[config.mk]
export PLATFORM = sky130hd
export DESIGN_NAME = sdram_arbiter
export DESIGN_NICKNAME = d
export VERILOG_FILES = /design/src/rtl/sdram_arbiter.sv
export SDC_FILE = /design/constraint.sdc
export NUM_CORES = 1
export LEC_CHECK = 0
export ABC_CLOCK_PERIOD_IN_PS = 5800
export BUFFER_PORTS_ARGS = -buffer_cell sky130_fd_sc_hd__buf_2
export CELL_PAD_IN_SITES_DETAIL_PLACEMENT = 1
export CELL_PAD_IN_SITES_GLOBAL_PLACEMENT = 1
export CORE_MARGIN = 2
export CORE_UTILIZATION = 45
export CTS_BUF_LIST = sky130_fd_sc_hd__clkbuf_8 sky130_fd_sc_hd__clkbuf_16
export CTS_CLUSTER_DIAMETER = 50
export DETAILED_ROUTE_END_ITERATION = 10
export MAX_ROUTING_LAYER = met4
export PLACE_DENSITY_LB_ADDON = 0.1
export SETUP_SLACK_MARGIN = 0.4
export SYNTH_ARGS = -nofsm -noshare
export SYNTH_HDL_FRONTEND = slang
export SYNTH_SLANG_ARGS = --single-unit
[constraint.sdc]
create_clock -name clk -period 5.8 [get_ports clk]
set_clock_uncertainty 0.15 [all_clocks]
set_input_delay 0.58 -clock clk [delete_from_list [all_inputs] [get_ports clk]]
set_output_delay 0.58 -clock clk [all_outputs]
set_load 0.02 [all_outputs]
[src/rtl/sdram_arbiter.sv]
// sdram_arbiter: hands the SDRAM pins to the init, write or refresh
// sub-controller through a one-hot select. It also owns the periodic
// refresh timer, and refresh takes priority over write requests.
// Optional watchdog: define SDRAM_ARB_WATCHDOG_EN.
//
// state      | meaning
// -----------+-----------------------------------------------------------
// ST_INIT    | init sub-controller owns the pins, waiting for init_done
// ST_IDLE    | parked on the refresh path with ref_en low, arbitrating
// ST_WRITE   | write sub-controller owns the pins, waiting for wr_done
// ST_REFRESH | refresh sub-controller owns the pins, waiting for ref_done
module sdram_arbiter #(
  parameter int REF_PERIOD  = 750,
  parameter int REF_CNT_W   = 10,
  parameter int WDOG_CYCLES = 4096
) (
  input  logic       clk,
  input  logic       rst,
  input  logic       init_done,
  input  logic       wr_req,
  input  logic       wr_done,
  input  logic       ref_done,
  output logic [2:0] sel,
  output logic       init_en,
  output logic       wr_en,
  output logic       ref_en,
  output logic       wr_ack,
  output logic       ready,
  output logic       busy,
  output logic       ref_overrun,
  output logic       wdog_err
);

  typedef enum logic [1:0] {ST_INIT, ST_IDLE, ST_WRITE, ST_REFRESH} state_t;

  localparam logic [REF_CNT_W-1:0] REF_RELOAD = REF_CNT_W'(REF_PERIOD - 1);

  state_t               state, state_nxt;
  logic [REF_CNT_W-1:0] ref_cnt;
  logic                 ref_pending;
  logic                 tick;
  logic                 ref_finish;
  logic                 wdog_exp;
  logic                 ack_nxt;
  logic [2:0]           sel_nxt;

  // A tick is visible to the FSM in the same cycle, so a tick colliding
  // with wr_req in IDLE still wins arbitration.
  assign tick       = ready && (ref_cnt == '0);
  assign ref_finish = (state == ST_REFRESH) && ref_done;

`ifdef SDRAM_ARB_WATCHDOG_EN
  localparam int WDOG_W = $clog2(WDOG_CYCLES + 1);

  logic [WDOG_W-1:0] wdog_cnt;
  logic              done_match;

  assign done_match = ((state == ST_INIT)    && init_done) ||
                      ((state == ST_WRITE)   && wr_done)   ||
                      ((state == ST_REFRESH) && ref_done);
  assign wdog_exp   = (state != ST_IDLE) && !done_match &&
                      (wdog_cnt == WDOG_W'(WDOG_CYCLES - 1));

  // Cycles spent waiting on a sub-controller; restarts on every state entry.
  always_ff @(posedge clk or posedge rst) begin
    if (rst) begin
      wdog_cnt <= '0;
      wdog_err <= 1'b0;
    end else begin
      if (wdog_exp || (state_nxt != state)) wdog_cnt <= '0;
      else if (state != ST_IDLE)            wdog_cnt <= wdog_cnt + 1'b1;
      if (wdog_exp) wdog_err <= 1'b1;
    end
  end
`else
  // WDOG_CYCLES only matters with the watchdog built in; this folds to 0.
  assign wdog_exp = (WDOG_CYCLES < 0);
  assign wdog_err = 1'b0;
`endif

  // Next state, write acknowledge, and select for the state being entered.
  always_comb begin
    state_nxt = state;
    ack_nxt   = 1'b0;
    case (state)
      ST_INIT:    if (init_done) state_nxt = ST_IDLE;
      ST_IDLE: begin
        if (ref_pending || tick) state_nxt = ST_REFRESH;
        else if (wr_req)         state_nxt = ST_WRITE;
      end
      ST_WRITE: begin
        if (wr_done) begin
          state_nxt = ST_IDLE;
          ack_nxt   = 1'b1;
        end
      end
      ST_REFRESH: if (ref_done) state_nxt = ST_IDLE;
      default:    state_nxt = ST_INIT;
    endcase
    if (wdog_exp) begin
      state_nxt = (state == ST_INIT) ? ST_INIT : ST_IDLE;
      ack_nxt   = 1'b0;
    end
    case (state_nxt)
      ST_INIT:  sel_nxt = 3'b001;
      ST_WRITE: sel_nxt = 3'b010;
      default:  sel_nxt = 3'b100;
    endcase
  end

  // State register with outputs registered alongside it.
  always_ff @(posedge clk or posedge rst) begin
    if (rst) begin
      state   <= ST_INIT;
      sel     <= 3'b001;
      init_en <= 1'b1;
      wr_en   <= 1'b0;
      ref_en  <= 1'b0;
      wr_ack  <= 1'b0;
      ready   <= 1'b0;
      busy    <= 1'b1;
    end else begin
      state   <= state_nxt;
      sel     <= sel_nxt;
      init_en <= (state_nxt == ST_INIT);
      wr_en   <= (state_nxt == ST_WRITE);
      ref_en  <= (state_nxt == ST_REFRESH);
      wr_ack  <= ack_nxt;
      busy    <= (state_nxt != ST_IDLE);
      if ((state == ST_INIT) && init_done) ready <= 1'b1;
    end
  end

  // Refresh down-counter, pending flag and overrun detection. A tick in the
  // same cycle as ref_done is not an overrun: the old refresh is completing.
  always_ff @(posedge clk or posedge rst) begin
    if (rst) begin
      ref_cnt     <= REF_RELOAD;
      ref_pending <= 1'b0;
      ref_overrun <= 1'b0;
    end else begin
      if ((state == ST_INIT) && init_done) ref_cnt <= REF_RELOAD;
      else if (tick)                       ref_cnt <= REF_RELOAD;
      else if (ready)                      ref_cnt <= ref_cnt - 1'b1;
      if (tick)            ref_pending <= 1'b1;
      else if (ref_finish) ref_pending <= 1'b0;
      if (tick && ref_pending && !ref_finish) ref_overrun <= 1'b1;
    end
  end

endmodule

# [Word level (Yosys, flattened, before mapping)]
# Cells that the tools add are included.
[word_totals] word_cells=44 register_bits=23 input_bits=6 output_inout_bits=11
[op_classes] n_addsub=1 n_mux=14 n_reduce_logical=12 n_eq_ne=6
[op_table] cell="$mux W10" count=3
[op_table] cell="$logic_not A10 Y1" count=1
[op_table] cell="$mux W2" count=5
[op_table] cell="$sub A10 B1 Y10 const B" count=1
[op_table] cell="$eq A2 B2 Y1 const B" count=4
[op_table] cell="$pmux W2 S4" count=1
[op_table] cell="$pmux W3 S2" count=1
[op_table] cell="$logic_and A1 B1 Y1" count=5
[op_table] cell="$logic_not A2 Y1" count=2
[op_table] cell="$mux W1" count=4
[op_table] cell="$reduce_bool A3 Y1" count=1
[op_table] cell="$eq A2 B1 Y1 const B" count=1
[op_table] cell="$ne A2 B1 Y1 const B" count=1
[op_table] cell="$reduce_bool A2 Y1" count=1
[op_table] cell="$logic_not A1 Y1" count=1
[op_table] cell="$logic_or A1 B1 Y1" count=1

# [Logic depth before layout (Yosys ltp)]
# Gate-level depths: netlist of run 1.
[logic_depth] ltp_word=7 depth_mapped=6 mapped_depth_nobuf=6

# [Worst setup path before layout of run 1]
# No wires, ideal clock.
[synth_timing] path_kind="register to register" from="register ref_cnt[1]" to="register ref_cnt[8]" required_time_ps=5573 setup_ps=77 t_arrival_ps=1602 path_slack_ps=3970 synth_period_minus_slack_ps=1830 path_buffers=0 path_stages_with_launch=6 path_cell_list="dfrtp_1 -> inv_1 -> ha_1 -> or3b_4 -> or4_1 -> a21oi_1"
[synth_between] elab_chain_len=4 elab_cells_between_ends=7 classes_between="1 x add/sub; 3 x mux; 3 x reduce/logical"
[synth_rtl] item="start, declared" line_no="39" source="logic [REF_CNT_W-1:0] ref_cnt;"
[synth_rtl] item="start signal, assigned" line_no="144" source="else if (ready) ref_cnt <= ref_cnt - 1'b1;"
[synth_rtl] item="$sub A10 B1 Y10 or $logic_not A10 Y1 (tied branches)" line_no="144, 49"
[synth_rtl] item="$mux W10 or $logic_and A1 B1 Y1 (tied branches)" line_no="144, 49"
[synth_rtl] item="$mux W10" line_no="143" source="else if (tick) ref_cnt <= REF_RELOAD;"
[synth_rtl] item="$mux W10" line_no="142" source="if ((state == ST_INIT) && init_done) ref_cnt <= REF_RELOAD;"
# Parallel ways exist; a longest one is shown, timed or not. The select of a mux whose other input is x is not followed.
# A chain may end at the register's enable or synchronous reset.

# [Final worst setup path of run 1]
# Same ends and word-level chain as after synthesis.

==> results of run 1 <==
## sequential cells by signal (all words and copies together), names as in the netlist
name / count
ref_cnt: 10
sel: 2
busy: 1
ready: 1
ref_en: 1
ref_overrun: 1
ref_pending: 1
state: 1
wr_ack: 1
wr_en: 1
## cell families (layout without fill, tap and decap cells)
logic type,count (synthesis),count (layout),synth area share (%)
simple gates,44,44,25.9
compound gates,25,25,16.8
flops,20,20,48.8
buf+inv,12,27,5.73
fa+ha+maj,2,2,2.39
other cells,1,1,0.358
## path summary, 6_finish.rpt
kind                                          from                       to  slack, ps  cells after the start
max                         ref_cnt[1]$_DFFE_PP0P_   ref_cnt[8]$_DFFE_PP0P_       3760                      5
min                                            rst         ref_en$_DFF_PP0_        300                      2
min reg2reg                ref_overrun$_DFFE_PP0P_  ref_overrun$_DFFE_PP0P_        340                      1
max reg2reg                 ref_cnt[1]$_DFFE_PP0P_   ref_cnt[8]$_DFFE_PP0P_       3760                      5
max in group asynchronous                      rst        ready$_DFFE_PP0P_       4720                      2
min in group clk           ref_overrun$_DFFE_PP0P_  ref_overrun$_DFFE_PP0P_        340                      1
## power breakdown
group          internal (mW)  total (mW)  switching [mW]
logic                 0.0893       0.214           0.125
registers              0.209       0.274          0.0651
clock network         0.0605       0.109          0.0485
total                  0.358       0.597           0.238
## cell usage in the layout (no fill, tap or decap), types with 2 or more instances in the layout
| master | synthesis | final |
|---|---|---|
| nand2b_1 | 4 | 4 |
| inv_1 | 7 | 7 |
| o21ai_0 | 7 | 7 |
| nand3_1 | 2 | 2 |
| nor2_1 | 11 | 11 |
| a21oi_1 | 4 | 4 |
| ha_1 | 2 | 2 |
| o31ai_1 | 2 | 2 |
| a2bb2oi_1 | 2 | 2 |
| clkbuf_8 | 0 | 4 |
| dfstp_2 | 9 | 9 |
| buf_2 | 0 | 15 |
| dfrtp_1 | 11 | 11 |
| nor2b_1 | 3 | 3 |
| and2_1 | 2 | 2 |
| nand2_1 | 5 | 5 |
| nor3_1 | 6 | 6 |
## area by class of cell
type | instances | share of cell area [%]
sequential | 20 | 43.2
tap | 28 | 2.96
timing repair buffer | 15 | 6.34
clock buffer | 4 | 4.65
inverter | 8 | 2.54
multi-input combinational | 72 | 40.3
## metrics by stage
step           hold slack (ps)  instance area [sq um]  util (%)  power (mW)
2_1_floorplan              324                   1050         -       0.432
3_3_place_gp               305                   1130      51.0       0.480
3_5_place_dp               328                   1130      51.0       0.490
4_1_cts                    319                   1180      53.5       0.601
5_1_grt                    357                   1180      53.5       0.641
6_report                   295                   1180      53.5       0.597
## layer usage
metal  vias up  routed length [um]
met5         -                   0
met4         0                  48
met3         5                  71
met2        18                1100
met1       422                1200
li1        398                   -
## critical path, stage by stage, from the launching register on
cell and delay (ps):
dfrtp_1 420, inv_1 120, ha_1 210, or3b_4 430, or4_1 480, a21oi_1 150
==> metrics.txt, run 1 <==
# fillers=255; Worst setup SP type=flip-flop; routing usage on met1=27.0%; number of H-tree levels=1; #FFs+latches synth=20; Cell Rows=17; grt ovf=0; syn_nets=112; setup_tns=0 ps; synthesized area per cell=10.1 sq um; post-CTS setup buffers=0; Slew headroom=48.6%; setup violators final=0; Via density=5.73; root buf cell=clkbuf_8; PD cells=504 nW/um^2; register area share after synthesis=48.8%; Crit Path Max Fanout=5; M2 GR Usage=33.3%; clock sinks=20; number of CTS-inserted buffers=3; list of most frequent post-synthesis cells=dfrtp_1, nor2_1, dfstp_2, inv_1, o21ai_0; P&R area growth vs syn=12.9%; post-synth top area share=26.3%; clk slew on worst S/H paths=80 ps; area leader, netlist=dfrtp_1; Synthesis Warnings=0; Multi-input gate area=477 sq um; Max Fclk=0.489 GHz; Mapped Area=1050 sq um; Clk Latency, worst-skew pair=260 ps; GR Util met3=4.00%; via count=843; GRT Total Usage=21.5%; fin nets=128; initial antenna violation count=0; top cells by area, synth=dfrtp_1, dfstp_2, nor2_1, o21ai_0, nor3_1; largest net degree at the start of global routing=21; Data required, critical path=5840 ps; CP arrival=2080 ps; dpl ws=3750 ps; peak supply drop=303 uV; number of global-route vias before repair=841; layout cells sized above 1=31.9%; Ports=17; post-route ant nets=0; number of port buffers=15; GP Congestion=0.830; RSZ-0062 raised after global routing=no; Final period util=35.2%; worst setup margin=3760 ps; Die Ht=52.3 um; max_cap viols=0; Post-Synthesis Cells=104; Post-synth EDFFs=0; final hold vios=0; DR WL/cell=16.4 um; non-filler cells, final=147; min Tclk post-route=2040 ps; crit path kind=reg -> reg; initial DRC count=12; placed insts=143; status=completed; GR peak layer=met2; Slew Viols, Final=0; Initial Utilization=47.4%; Ant. Diodes=0; drt total wl=2.42 mm; Post-synth ARST share=100%; leakage=0.533 nW; Post-CTS Hold Buffers=0; post-cts resize count=0; post-DP HPWL=1.81 mm; register area=512 sq um; die area=2730 sq um; Primary FF master, synth=dfrtp_1; Worst Setup End Kind=flip-flop; CTS max path bufs=2; DRT Pass-1 Iters=4; core footprint=2210 sq um; first-pass GRT wire length=4.02 mm; TritonCTS clock tree=yes; die width=52.3 um; HP Class=in -> async; Worst Tran Pin Value=770 ps; synth unique cells=39; Post-route DRC=0
Note: power is estimated with default switching activity, not from simulation.
==> inputs of run 2 (changes only) <==
- ABC_AREA: not set -> 1
- ABC_CLOCK_PERIOD_IN_PS: 5800 -> 1800
- CORE_UTILIZATION: 45 -> 36
- clock period: 5.8 -> 1.8 ns (I/O delays scaled with it)
==> metrics.txt, run 2 <==
fin nets=149 (+16%); clk slew on worst S/H paths=80 ps (about the same); min Tclk post-route=1540 ps (-508 ps); slowest stage delay, CP=560 ps (+80 ps); die width=57.5 um (+9.9%); Via density=4.86 (-15%); Worst path slowest cell=dfstp_2; Largest Register=ref_cnt; register area share after synthesis=49.8% (+0.95 points); most frequent cells in the layout=inv_1, buf_2, dfrtp_1; Cell Rows=19 (+2); GRT Total Usage=17.0% (-4.6 points); number of port buffers=15 (unchanged); initial DRC count=9 (-3); leakage=0.668 nW (+25%); Crit Path Max Fanout=4 (-1); Worst Setup End Kind=flip-flop; Ports=17 (unchanged); #FFs+latches synth=20 (unchanged); synth unique cells=26 (-33%); post-DP HPWL=1.61 mm (-11%); number of global-route vias before repair=874 (+3.9%); Max Fclk=0.651 GHz (+33%); dpl ws=246 ps (-3500 ps); number of H-tree levels=1 (unchanged); Worst Hold Path EP=ref_en$_DFF_PP0_; worst path bufs/invs=2 (+1); share of power burned in registers=33.4% (-13 points); layout cells sized above 1=47.9% (+16 points); core footprint=2730 sq um (+24%); Worst setup SP type=flip-flop; number of flip-flops under the largest register name=10 (unchanged); reg2reg end=ref_cnt[8]$_DFFE_PP0P_; list of most frequent post-synthesis cells=inv_1, nand2_1, dfrtp_1, nand3_1, dfstp_2; grt ovf=0 (unchanged); placed insts=159 (+11%); HP Class=in -> reg; setup_tns=0 ps (unchanged); Slew Viols, Final=0 (unchanged); Data required, critical path=1830 ps (-4010 ps); worst setup margin=264 ps (-3490 ps); initial antenna violation count=0 (unchanged); internal power=1.41 mW (+290%); P&R area growth vs syn=32.7%; Crit path max-delay family=flip-flops; drt total wl=2.42 mm (unchanged); Final period util=85.3% (+50 points); peak supply drop=878 uV (+190%); GP Congestion=0.773 (-6.9%); RSZ-0062 raised after global routing=yes; Synthesis Warnings=0 (unchanged); FF-to-FF Start=ref_cnt[0]$_DFFE_PP1P_; critical path cell sequence=inv_4 -> ha_4 -> nand2_4 -> nor2_4 -> a21oi_4 -> inv_2 -> o22ai_1; number of CTS-inserted buffers=3 (unchanged); Post-synth ARST share=100% (unchanged); most common cell after layout, fill and taps aside=inv_1; NetSw=1.02 mW (+330%); CP arrival=1560 ps (-520 ps); PD cells=1780 nW/um^2 (+250%); status=completed; setup slack, reg-to-reg=260 ps (-3490 ps); syn_nets=125 (+12%); Min-Delay Path Depth=4; via count=831 (-1.4%); final hold vios=0 (unchanged); Initial Utilization=37.6% (-9.8 points); top cells by area, synth=dfrtp_1, dfstp_2, inv_1, nand3_1, nand2_1; first-pass GRT wire length=4.04 mm (+0.52%); largest net degree at the start of global routing=21 (unchanged); post-synth top area share=26.8% (+0.51 points); root buf cell=clkbuf_8; max_cap viols=0 (unchanged); clock sinks=20 (unchanged); Clk Latency, worst-skew pair=270 ps (about the same); worst r2r path cells=7 (+2); Ant. Diodes=0 (unchanged); Die Ht=57.5 um (+9.9%); # fillers=315 (+24%); post-route ant nets=0 (unchanged); Comb pwr share=47.7% (+12 points); Mapped Area=1030 sq um (-1.9%); DRT Pass-1 Iters=4 (unchanged); most frequent cell after synthesis=inv_1; non-filler cells, final=171 (+16%); Post-Synthesis Cells=117 (+13%); setup violators final=0 (unchanged); Sw Share=42.0% (+2.0 points); DR WL/cell=14.1 um (-14%); Primary FF master, synth=dfrtp_1; synthesized area per cell=8.79 sq um (-13%); Post-synth EDFFs=0 (unchanged); crit path kind=reg -> reg; die area=3300 sq um (+21%); hold path start=wr_req; Tot Pwr=2.42 mW (+310%); clock network power share=18.9% (+0.6 points); Post-route DRC=0 (unchanged); area leader, netlist=dfrtp_1; TritonCTS clock tree=yes; CTS max path bufs=2 (unchanged); top flop regs=ref_cnt (10), sel (2)
run 2: repair_timing:
action | in CTS | in global routing
hold buffers | 2 | 0
buffers inserted | 4 | 2
pin swaps | 6 | 2
setup endpoints to repair | 17 | 17
hold endpoints to repair | 12 | 0
resized for setup | 17 | 9
run 2: final cells by class:
cell class	count	area [sq um]	area share, %
sequential	20	513	37.6
multi-input combinational	69	502	36.8
timing repair buffer	24	151	11.1
inverter	23	88.8	6.51
clock buffer	3	41.3	3.02
tap	31	38.8	2.84
clock inverter	1	30.0	2.20
run 2: how the worst max path moves through the flow:
stage,cells past startpoint,startpoint,endpoint
after floorplan,8,ref_cnt[0]$_DFFE_PP1P_,ref_cnt[2]$_DFFE_PP1P_
after global placement,6,ref_cnt[0]$_DFFE_PP1P_,ref_cnt[8]$_DFFE_PP0P_
after detailed placement,6,sel[2]$_DFF_PP0_,ref_cnt[5]$_DFFE_PP1P_
after CTS,6,ref_cnt[0]$_DFFE_PP1P_,ref_cnt[8]$_DFFE_PP0P_
after global routing,8,ref_cnt[4]$_DFFE_PP0P_,wr_en$_DFF_PP0_
final,7,ref_cnt[0]$_DFFE_PP1P_,ref_cnt[8]$_DFFE_PP0P_
run 2: cells by family (layout without fill, tap and decap cells):
group / Yosys count / count (layout) / share of synthesized area (%)
AND/OR/NAND/NOR: 44 / 44 / 22.0
buffers and inverters: 28 / 51 / 12.4
flip-flops: 20 / 20 / 49.8
AO/OA/AOI/OAI: 19 / 19 / 10.5
XOR/XNOR: 3 / 3 / 2.56
adder cells (fa/ha/maj): 2 / 2 / 2.43
other: 1 / 1 / 0.365
run 2: tightest hold or removal path, stage by stage:
cell and delay [ps]:
buf_2 100, nand3_2 80, nand2_2 90, a21oi_2 50
run 2: per-stage QoR:
| step | instance area [sq um] | utilization [%] | hold WS, ps |
|---|---|---|---|
| finish | 1370 | 49.9 | 112 |
| floorplan | 1040 | - | -12.8 |
| CTS | 1320 | 48.1 | 88.1 |
| global placement | 1120 | 41.1 | 64.2 |
| global route | 1370 | 49.9 | 117 |
| detailed placement | 1120 | 41.1 | 78.5 |
run 2: per-layer routing:
layer / share of wire (%) / track usage, % / up-vias / wire (um)
met3: 2.3 / 3.40 / 5 / 56
met1: 45 / 19.4 / 402 / 1090
met2: 51 / 27.8 / 11 / 1220
li1: - / - / 413 / -
met4: 2.1 / 8.97 / 0 / 50
met5: 0 / - / - / 0
run 2: power groups by stage:
stage | Combinational (mW) | Clock (mW) | Sequential [mW]
global route | 1.28 | 0.492 | 0.828
detailed placement | 0.879 | 0 | 0.811
global placement | 0.876 | 0 | 0.806
floorplan | 0.664 | 0 | 0.849
CTS | 1.05 | 0.476 | 0.805
finish | 1.16 | 0.458 | 0.811
